===== src/rtl/cam_pkg.sv =====
// Shared opcode and state definitions for the CAM command front-end.
package cam_pkg;

  localparam logic [1:0] OP_WRITE  = 2'b00;
  localparam logic [1:0] OP_SEARCH = 2'b01;
  localparam logic [1:0] OP_LEARN  = 2'b10;
  localparam logic [1:0] OP_RSVD   = 2'b11;

  typedef enum logic [1:0] {
    CAM_WRITE  = OP_WRITE,
    CAM_SEARCH = OP_SEARCH,
    CAM_LEARN  = OP_LEARN,
    CAM_RSVD   = OP_RSVD
  } cam_op_e;

  typedef enum logic [2:0] {
    ST_IDLE   = 3'd0,
    ST_WR     = 3'd1,
    ST_SRCH   = 3'd2,
    ST_LRN_WR = 3'd3,
    ST_RESP   = 3'd4
  } cam_ctrl_state_e;

endpackage


===== src/rtl/cam_alloc.sv =====
// Round-robin LEARN entry allocator: next free pointer plus a saturating
// count of how many allocations have been made.
module cam_alloc #(
  parameter int ADDR_WIDTH = 6
) (
  input  logic                  clk,
  input  logic                  rst_n,
  input  logic                  alloc_en,
  output logic [ADDR_WIDTH-1:0] alloc_ptr,
  output logic [ADDR_WIDTH:0]   fill_count
);

  localparam logic [ADDR_WIDTH:0] FULL = {1'b1, {ADDR_WIDTH{1'b0}}};

  logic [ADDR_WIDTH-1:0] ptr_reg;
  logic [ADDR_WIDTH:0]   fill_reg;

  // Pointer wraps by natural overflow, so after 2^ADDR_WIDTH LEARNs the
  // oldest allocated entry is the next one to be replaced.
  always_ff @(posedge clk or negedge rst_n) begin
    if (!rst_n) begin
      ptr_reg  <= '0;
      fill_reg <= '0;
    end else if (alloc_en) begin
      ptr_reg <= ptr_reg + 1'b1;
      if (fill_reg != FULL)
        fill_reg <= fill_reg + 1'b1;
    end
  end

  assign alloc_ptr  = ptr_reg;
  assign fill_count = fill_reg;

endmodule


===== src/rtl/cam_ctrl.sv =====
// Command front-end for the CAM: sequences write/search pins, samples the
// match result after SEARCH_LAT cycles and returns one response per command.
module cam_ctrl
  import cam_pkg::*;
#(
  parameter int DATA_WIDTH = 128,
  parameter int ADDR_WIDTH = 6,
  parameter int SEARCH_LAT = 1
) (
  input  logic                  clk,
  input  logic                  rst_n,
  input  logic                  cmd_valid,
  output logic                  cmd_ready,
  input  logic [1:0]            cmd_op,
  input  logic [DATA_WIDTH-1:0] cmd_data,
  input  logic [ADDR_WIDTH-1:0] cmd_addr,
  output logic                  rsp_valid,
  input  logic                  rsp_ready,
  output logic                  rsp_hit,
  output logic [ADDR_WIDTH-1:0] rsp_addr,
  output logic                  rsp_learned,
  output logic                  rsp_err,
  output logic                  cam_start,
  output logic                  cam_write_enable,
  output logic [DATA_WIDTH-1:0] cam_din,
  output logic [ADDR_WIDTH-1:0] cam_write_addr,
  input  logic                  cam_match,
  input  logic [ADDR_WIDTH-1:0] cam_match_addr,
  output logic [ADDR_WIDTH:0]   fill_count
);

  localparam logic [2:0] S_IDLE   = ST_IDLE;
  localparam logic [2:0] S_WR     = ST_WR;
  localparam logic [2:0] S_SRCH   = ST_SRCH;
  localparam logic [2:0] S_LRN_WR = ST_LRN_WR;
  localparam logic [2:0] S_RESP   = ST_RESP;

  localparam int CNT_W = (SEARCH_LAT < 1) ? 1 : $clog2(SEARCH_LAT + 1);
  localparam logic [CNT_W-1:0] CNT_LOAD = CNT_W'(SEARCH_LAT);

  logic [2:0]            state_reg, state_next;
  cam_op_e               op_reg;
  logic [DATA_WIDTH-1:0] data_reg;
  logic [ADDR_WIDTH-1:0] addr_reg;
  logic [CNT_W-1:0]      cnt_reg;
  logic                  rsp_valid_reg, rsp_hit_reg, rsp_learned_reg, rsp_err_reg;
  logic [ADDR_WIDTH-1:0] rsp_addr_reg;
  logic                  alloc_en;
  logic [ADDR_WIDTH-1:0] alloc_ptr;
  logic                  srch_last;

  assign srch_last = (cnt_reg == '0);

  always_comb begin
    state_next = state_reg;
    case (state_reg)
      S_IDLE: begin
        if (cmd_valid) begin
          case (cmd_op)
            OP_WRITE:            state_next = S_WR;
            OP_SEARCH, OP_LEARN: state_next = S_SRCH;
            default:             state_next = S_RESP;
          endcase
        end
      end
      S_WR:     state_next = S_RESP;
      S_SRCH: begin
        if (srch_last)
          state_next = (op_reg == CAM_LEARN && !cam_match) ? S_LRN_WR : S_RESP;
      end
      S_LRN_WR: state_next = S_RESP;
      S_RESP:   if (rsp_ready) state_next = S_IDLE;
      default:  state_next = S_IDLE;
    endcase
  end

  always_ff @(posedge clk or negedge rst_n) begin
    if (!rst_n) begin
      state_reg       <= S_IDLE;
      op_reg          <= CAM_WRITE;
      data_reg        <= '0;
      addr_reg        <= '0;
      cnt_reg         <= '0;
      rsp_valid_reg   <= 1'b0;
      rsp_hit_reg     <= 1'b0;
      rsp_addr_reg    <= '0;
      rsp_learned_reg <= 1'b0;
      rsp_err_reg     <= 1'b0;
    end else begin
      state_reg <= state_next;
      case (state_reg)
        S_IDLE: begin
          if (cmd_valid) begin
            op_reg   <= cam_op_e'(cmd_op);
            data_reg <= cmd_data;
            addr_reg <= cmd_addr;
            cnt_reg  <= CNT_LOAD;
            if (cmd_op == OP_RSVD) begin
              rsp_valid_reg   <= 1'b1;
              rsp_hit_reg     <= 1'b0;
              rsp_addr_reg    <= '0;
              rsp_learned_reg <= 1'b0;
              rsp_err_reg     <= 1'b1;
            end
          end
        end
        S_WR: begin
          rsp_valid_reg   <= 1'b1;
          rsp_hit_reg     <= 1'b0;
          rsp_addr_reg    <= addr_reg;
          rsp_learned_reg <= 1'b0;
          rsp_err_reg     <= 1'b0;
        end
        S_SRCH: begin
          cnt_reg <= cnt_reg - 1'b1;
          // A LEARN miss defers its response to the allocation write.
          if (srch_last && (op_reg != CAM_LEARN || cam_match)) begin
            rsp_valid_reg   <= 1'b1;
            rsp_hit_reg     <= cam_match;
            rsp_addr_reg    <= cam_match ? cam_match_addr : '0;
            rsp_learned_reg <= 1'b0;
            rsp_err_reg     <= 1'b0;
          end
        end
        S_LRN_WR: begin
          rsp_valid_reg   <= 1'b1;
          rsp_hit_reg     <= 1'b0;
          rsp_addr_reg    <= alloc_ptr;
          rsp_learned_reg <= 1'b1;
          rsp_err_reg     <= 1'b0;
        end
        S_RESP: if (rsp_ready) rsp_valid_reg <= 1'b0;
        default: rsp_valid_reg <= 1'b0;
      endcase
    end
  end

  // CAM pins decode straight from state so reset drops them without a clock.
  assign cam_start        = (state_reg == S_SRCH);
  assign cam_write_enable = (state_reg == S_WR) || (state_reg == S_LRN_WR);
  assign cam_din          = (cam_start || cam_write_enable) ? data_reg : '0;
  assign cam_write_addr   = (state_reg == S_WR)     ? addr_reg  :
                            (state_reg == S_LRN_WR) ? alloc_ptr : '0;
  assign alloc_en         = (state_reg == S_LRN_WR);

  assign cmd_ready   = (state_reg == S_IDLE);
  assign rsp_valid   = rsp_valid_reg;
  assign rsp_hit     = rsp_hit_reg;
  assign rsp_addr    = rsp_addr_reg;
  assign rsp_learned = rsp_learned_reg;
  assign rsp_err     = rsp_err_reg;

  cam_alloc #(.ADDR_WIDTH(ADDR_WIDTH)) u_alloc (
    .clk        (clk),
    .rst_n      (rst_n),
    .alloc_en   (alloc_en),
    .alloc_ptr  (alloc_ptr),
    .fill_count (fill_count)
  );

endmodule


===== config.mk =====
export PLATFORM = sky130hd
export DESIGN_NAME = cam_ctrl
export DESIGN_NICKNAME = d
export VERILOG_FILES = /design/src/rtl/cam_pkg.sv /design/src/rtl/cam_alloc.sv /design/src/rtl/cam_ctrl.sv
export SDC_FILE = /design/constraint.sdc
export NUM_CORES = 1
export LEC_CHECK = 0
export BUFFER_PORTS_ARGS = -buffer_cell sky130_fd_sc_hd__buf_2
export CORE_MARGIN = 1
export CORE_UTILIZATION = 30
export DETAILED_ROUTE_END_ITERATION = 16
export SLEW_MARGIN = 20
export SYNTH_ARGS = -nofsm -noshare
export SYNTH_HDL_FRONTEND = slang
export SYNTH_HIERARCHICAL = 1
export SYNTH_SLANG_ARGS = --single-unit

===== constraint.sdc =====
create_clock -name clk -period 2.72 [get_ports clk]
set_input_delay 0.272 -clock clk [delete_from_list [all_inputs] [get_ports clk]]
set_output_delay 0.272 -clock clk [all_outputs]
set_load 0.03 [all_outputs]

**Word level (Yosys, flattened, before mapping)**

Index checks and enable logic that the tools add are counted.
W data, S select, Z words.

- Bitwise logic cells: 1
- Reductions and logical operators: 20
- Add/subtract/negate cells: 3
- Eq/ne operators: 15
- Mux-type cells: 28

Operators with widths:

| cell | count |
|---|---|
| $mux W128 | 1 |
| $mux W6 | 6 |
| $pmux W6 S4 | 1 |
| $mux W3 | 4 |
| $pmux W3 S4 | 1 |
| $reduce_and A4 Y1 | 3 |
| $mux W1 | 9 |
| $ne A2 B2 Y1 const B | 4 |
| $pmux W1 S4 | 2 |
| $add A7 B1 Y7 const B | 1 |
| $ne A7 B7 Y1 const B | 1 |
| $add A6 B1 Y6 const B | 1 |
| $eq A2 B2 Y1 const B | 3 |
| $eq A3 B2 Y1 const B | 2 |
| $pmux W1 S3 | 2 |
| $pmux W3 S2 | 1 |
| $reduce_and A2 Y1 | 3 |
| $ne A2 B1 Y1 const B | 2 |
| $reduce_bool A4 Y1 | 1 |
| $reduce_or A2 Y1 | 2 |
| $eq A3 B1 Y1 const B | 1 |
| $eq A3 B3 Y1 const B | 1 |
| $logic_not A3 Y1 | 1 |
| $logic_or A1 B1 Y1 | 3 |
| other kinds (10) | 11 |

- Output and inout port bits: 154
- Register bits after elaboration: 163

**Depth between registers and ports, before layout**

- Depth after elaboration: 5
- Mapped depth: 8

**Modules after synthesis**

Netlist, hierarchy kept.

By module, submodules not included:

| module | area each (um^2) | cells each | instances | sequential area each (um^2) |
|---|---|---|---|---|
| cam_ctrl | 6744.0 | 518 | 1 | 3753.6 |
| cam_alloc | 603.1 | 49 | 1 | 325.3 |

**Worst setup path before layout**

No wires, ideal clock.

- Path type: flip-flop to flip-flop
- Start: register state_reg[2]
- End: register u_alloc.fill_reg[6], in the netlist u_alloc/fill_count[6]
- Clock period less this slack: 2.159 ns
- Arrival time: 2.026 ns
- Cell stages (with the launch flop): 9
- Data required time: 2.587 ns
- Path slack: 0.561 ns
- Cells stage by stage: dfrtp_1 -> buf_2 -> nand2b_1 -> inv_1 -> and2_1 -> clkbuf_1 -> and3_2 -> nand4_1 -> xnor2_1

- Word-level cells in the longest chain between the ends: 2

RTL lines:

| what | line | source |
|---|---|---|
| start, declared | cam_ctrl.sv:41 | `logic [2:0] state_reg, state_next;` |
| start signal, assigned | cam_ctrl.sv:90 | `state_reg <= state_next;` |
| $eq A3 B2 Y1 | cam_ctrl.sv:144 | `assign alloc_en = (state_reg == S_LRN_WR);` |
| named net alloc_en | cam_ctrl.sv:48 | `logic alloc_en;` |
| $reduce_and A2 Y1 (no line) | - |  |
| end signal, assigned | cam_alloc.sv:27 | `fill_reg <= fill_reg + 1'b1;` |
| end, declared | cam_alloc.sv:16 | `logic [ADDR_WIDTH:0] fill_reg;` |

The timed path passes the listed nets, and every way through them passes these cells.
A chain may end at the register's enable or synchronous reset.

**Final worst setup path**

- Start: register state_reg[0]
- End: output port cam_din[91]

- Word-level cells in the longest chain between the ends: 4
- Elaborated cells on any way between the ends: 6
- Those cells by class: 3 x eq/ne; 1 x mux; 2 x reduce/logical

RTL lines:

| what | line | source |
|---|---|---|
| $eq A3 B1 Y1 or $eq A3 B2 Y1 (tied branches) | cam_ctrl.sv:140 | `assign cam_write_enable = (state_reg == S_WR) \|\| (state_reg == S_LRN_WR);` |
| $logic_or A1 B1 Y1 | cam_ctrl.sv:140 |  |
| $logic_or A1 B1 Y1 * | cam_ctrl.sv:141 | `assign cam_din = (cam_start \|\| cam_write_enable) ? data_reg : '0;` |
| $mux W128 * | cam_ctrl.sv:141 |  |
| end, declared | cam_ctrl.sv:25 | `output logic [DATA_WIDTH-1:0] cam_din,` |

Mark *: on every way between the ends. The rest lies on a longest branch, timed or not.

==> flow_metrics.env <==
export IMPL_status="complete, no violations"
export IMPL_firstDrtPassIters=4
export IMPL_syn_avg_cell_area_um2=12.96
export IMPL_syn_nets=719
export IMPL_r2r_start="state_reg[0]"
export IMPL_synth_top_area_share_pct=55.52
export IMPL_place_congestion=0.7640
export IMPL_min_period_ns=2.354
export IMPL_rsz0062_at_grt="false"
export IMPL_fmax_mhz=424.8
export IMPL_peakVddDrop_mv=0.5527
export IMPL_setup_viol=0
export IMPL_reg2reg_to="u_alloc/fill_count[5]"
export IMPL_syn_cell_area_um2=7347
export IMPL_synth_seq_cells=163
export IMPL_syn_to_final_growth_pct=33.38
export IMPL_routedWlPerCell_um=14.55
export IMPL_num_rows=56
export IMPL_antenna_found_initial=3
export IMPL_yosysWarnings=6
export IMPL_cts_tree="done"
export IMPL_route_detailed_drc=0
export IMPL_crit_end="cam_din[91]"
export IMPL_vias=5215
export IMPL_detail_route_wirelength_um=17350
export IMPL_setup_slack_ns=0.3660
export IMPL_synth_area_leader_cell="dfrtp_1"
export IMPL_p_leak_nw=4.915
export IMPL_cap_violations=0
export IMPL_clock_latency_ns=0.42
export IMPL_boundaryPins=301
export IMPL_largest_reg_flops=128
export IMPL_viasPerCell=4.371
export IMPL_critical_path_startpoint_type="flop"
export IMPL_required_ns=2.45
export IMPL_hp_class="primary input to flop"
export IMPL_end_kind="output port"
export IMPL_finalCritPeriodShare_pct=86.54
export IMPL_clock_path_buffers=2
export IMPL_whs_ns=0.06091
export IMPL_finClkSkew_ns=0.009178
export IMPL_synth_distinct_cells=41
export IMPL_io_buffer_count=300
export IMPL_finalInstanceArea_um2=9799
export IMPL_finalNonFillerCells=1193
export IMPL_nets=1012
export IMPL_hpwl_um=12250
export IMPL_drt_initial_drc_count=257
export IMPL_slew_headroom_pct=56.42
export IMPL_grt_first_pass_wirelength_um=27210
export IMPL_reg2reg_depth=6
export IMPL_holdCritStartpoint="rsp_ready"
export IMPL_seq_area_frac_synth_pct=55.52
export IMPL_drive_gt1_share_pct=50.97
export IMPL_slew_violations=0
export IMPL_grt_remaining_overflow=0
export IMPL_root_buffer="clkbuf_16"
export IMPL_initial_utilization_pct=30.93
export IMPL_cts_sinks=163
export IMPL_cp_startpoint="state_reg[0]"
export IMPL_post_cts_buffers=0
export IMPL_multiInputGateArea_um2=3052
export IMPL_crit_fanout=69
export IMPL_regArea_um2=4079
export IMPL_htree_levels=4
export IMPL_antenna_left=0
export IMPL_core_region_area_um2=23750
export IMPL_grt_usage_pct=13.99
export IMPL_yosys_top_cells_area="dfrtp_1 56%, mux2_2 14%, and2_1 11%"
export IMPL_netlist_instances=567
export IMPL_fillerInstances=2276
export IMPL_tightest_slew_ns=0.6537
export IMPL_grt_pass1_vias=5278
export IMPL_pre_cts_slack_ns=0.6601
export IMPL_die_w_um=158.5
export IMPL_grt_max_degree=80
export IMPL_path_class="flop to output port"
export IMPL_cts_buffers=17
export IMPL_worstPathArrival_ns=2.08
export IMPL_dp_cells=1159
export IMPL_clk_pin_slew_worst_paths_ns=0.07
export IMPL_rrSetupSlack_ns=0.65
export IMPL_setup_tns_ns=0
export IMPL_powerDensity_nw_per_um2=1162
export IMPL_design_die_area_um2=25120
export IMPL_postPlaceCellArea_um2=9216
export IMPL_die_height_um=158.5
export IMPL_final_hold_viol_count=0
metrics by stage:
stage	util (%)	total power, mW
2_1_floorplan	-	7.748
3_3_place_gp	38.80	9.096
3_5_place_dp	38.80	9.179
4_1_cts	41.25	11.59
5_1_grt	41.25	12.18
6_report	41.26	11.39
synth_stat cells:
library cell	instances
ha_1	5
o41ai_1	2
o31ai_4	1
or3_1	1
nor2_1	11
xnor2_1	7
or4b_4	1
nor3b_2	2
nand3b_1	1
o32ai_1	1
nand3_1	1
a21oi_1	10
mux2_2	92
and2b_1	1
and3_2	1
o21ai_1	1
nand4_1	4
inv_1	13
nand2_1	7
nor2b_2	1
and2_2	1
and2_1	129
or3b_4	1
buf_2	16
o21ai_0	3
xor2_1	3
mux2i_1	12
clkbuf_1	15
mux2_4	2
nor3_1	2
dfrtp_1	163
nand2b_1	1
buf_6	2
o31ai_1	1
o311ai_1	1
a211oi_1	1
mux2_1	45
nor4_1	1
nor4b_4	1
buf_4	3
a21o_1	1
kinds of logic (layout without fill, tap and decap cells):
family                   count (synthesis)  count (layout)  synth area share [%]
AND/OR/NAND/NOR                        167             167                 14.24
flip-flops                             163             163                 55.52
multiplexers                           151             151                 23.04
buffers and inverters                   49             355                 3.134
AO/OA/AOI/OAI                           22              22                 2.027
XOR/XNOR                                10              10                 1.192
adder cells (fa/ha/maj)                  5               5                0.8515
other                                    0               1                     0
timing repair:
item                                    in CTS  in global routing
hold endpoints to repair                    64                  0
endpoints found under the setup margin       0                  0
hold buffers                                 1                  0
gates resized for setup                      0                  0
routing by layer:
metal | routed length [um] | track usage (%) | vias up
met1 | 7363 | 16.87 | 2505
met3 | 1446 | 4.981 | 20
met4 | 243 | 4.853 | 4
li1 | - | - | 2500
met5 | 29 | 0 | -
met2 | 8270 | 23.02 | 186
cells in the final DEF, fill, tap and decap left out, types with 2 or more instances in the layout:
master and instances:
inv_6 3, mux2_2 92, o21ai_0 3, clkinv_4 3, mux2_1 45, clkbuf_8 2
o41ai_1 2, mux2i_1 12, dfrtp_1 163, xor2_1 3, clkbuf_16 17, buf_12 5
clkinvlp_4 2, a21oi_1 10, ha_1 5, inv_1 13, xnor2_1 7, inv_8 4
nor3_1 2, nor2_1 10, buf_2 299, buf_4 4, and2_1 129, nand4_1 4
mux2_4 2, nand2_1 7
report_power, final:
| part | total (mW) | internal [mW] | switching [mW] |
|---|---|---|---|
| sequential | 4.12 | 3.57 | 0.553 |
| combinational | 4.93 | 2.05 | 2.88 |
| clock | 2.34 | 1.26 | 1.08 |
| total | 11.4 | 6.87 | 4.52 |
worst max-delay path, stage by stage, from the launching register on:
cell,delay (ns)
dfrtp_1,0.64
nor2_1,0.19
nor2_4,0.19
buf_12,0.27
and2_1,0.16
buf_2,0.21
area by class of cell:
| class | count | share of cell area, % |
|---|---|---|
| Inverter | 13 | 0.4980 |
| Timing Repair Buffer | 310 | 16.82 |
| Clock buffer | 19 | 4.622 |
| Clock inverter | 13 | 1.200 |
| Multi-Input combinational cell | 355 | 31.14 |
| Tap cell | 319 | 4.073 |
| Antenna cell | 1 | 0.02554 |
| Sequential cell | 163 | 41.62 |
worst min path at each step:
stage | endpoint | slack [ns] | cells after the start
3_5_place_dp | data_reg[21] | 0.34 | 1
6_report | state_reg[2] | 0.06 | 2
3_3_place_gp | data_reg[21] | 0.34 | 1
4_1_cts | state_reg[2] | 0.03 | 2
5_1_grt | state_reg[2] | 0.03 | 2
2_1_floorplan | addr_reg[0] | -0.02 | 0
No activity file was read; power rests on OpenSTA's default activity.
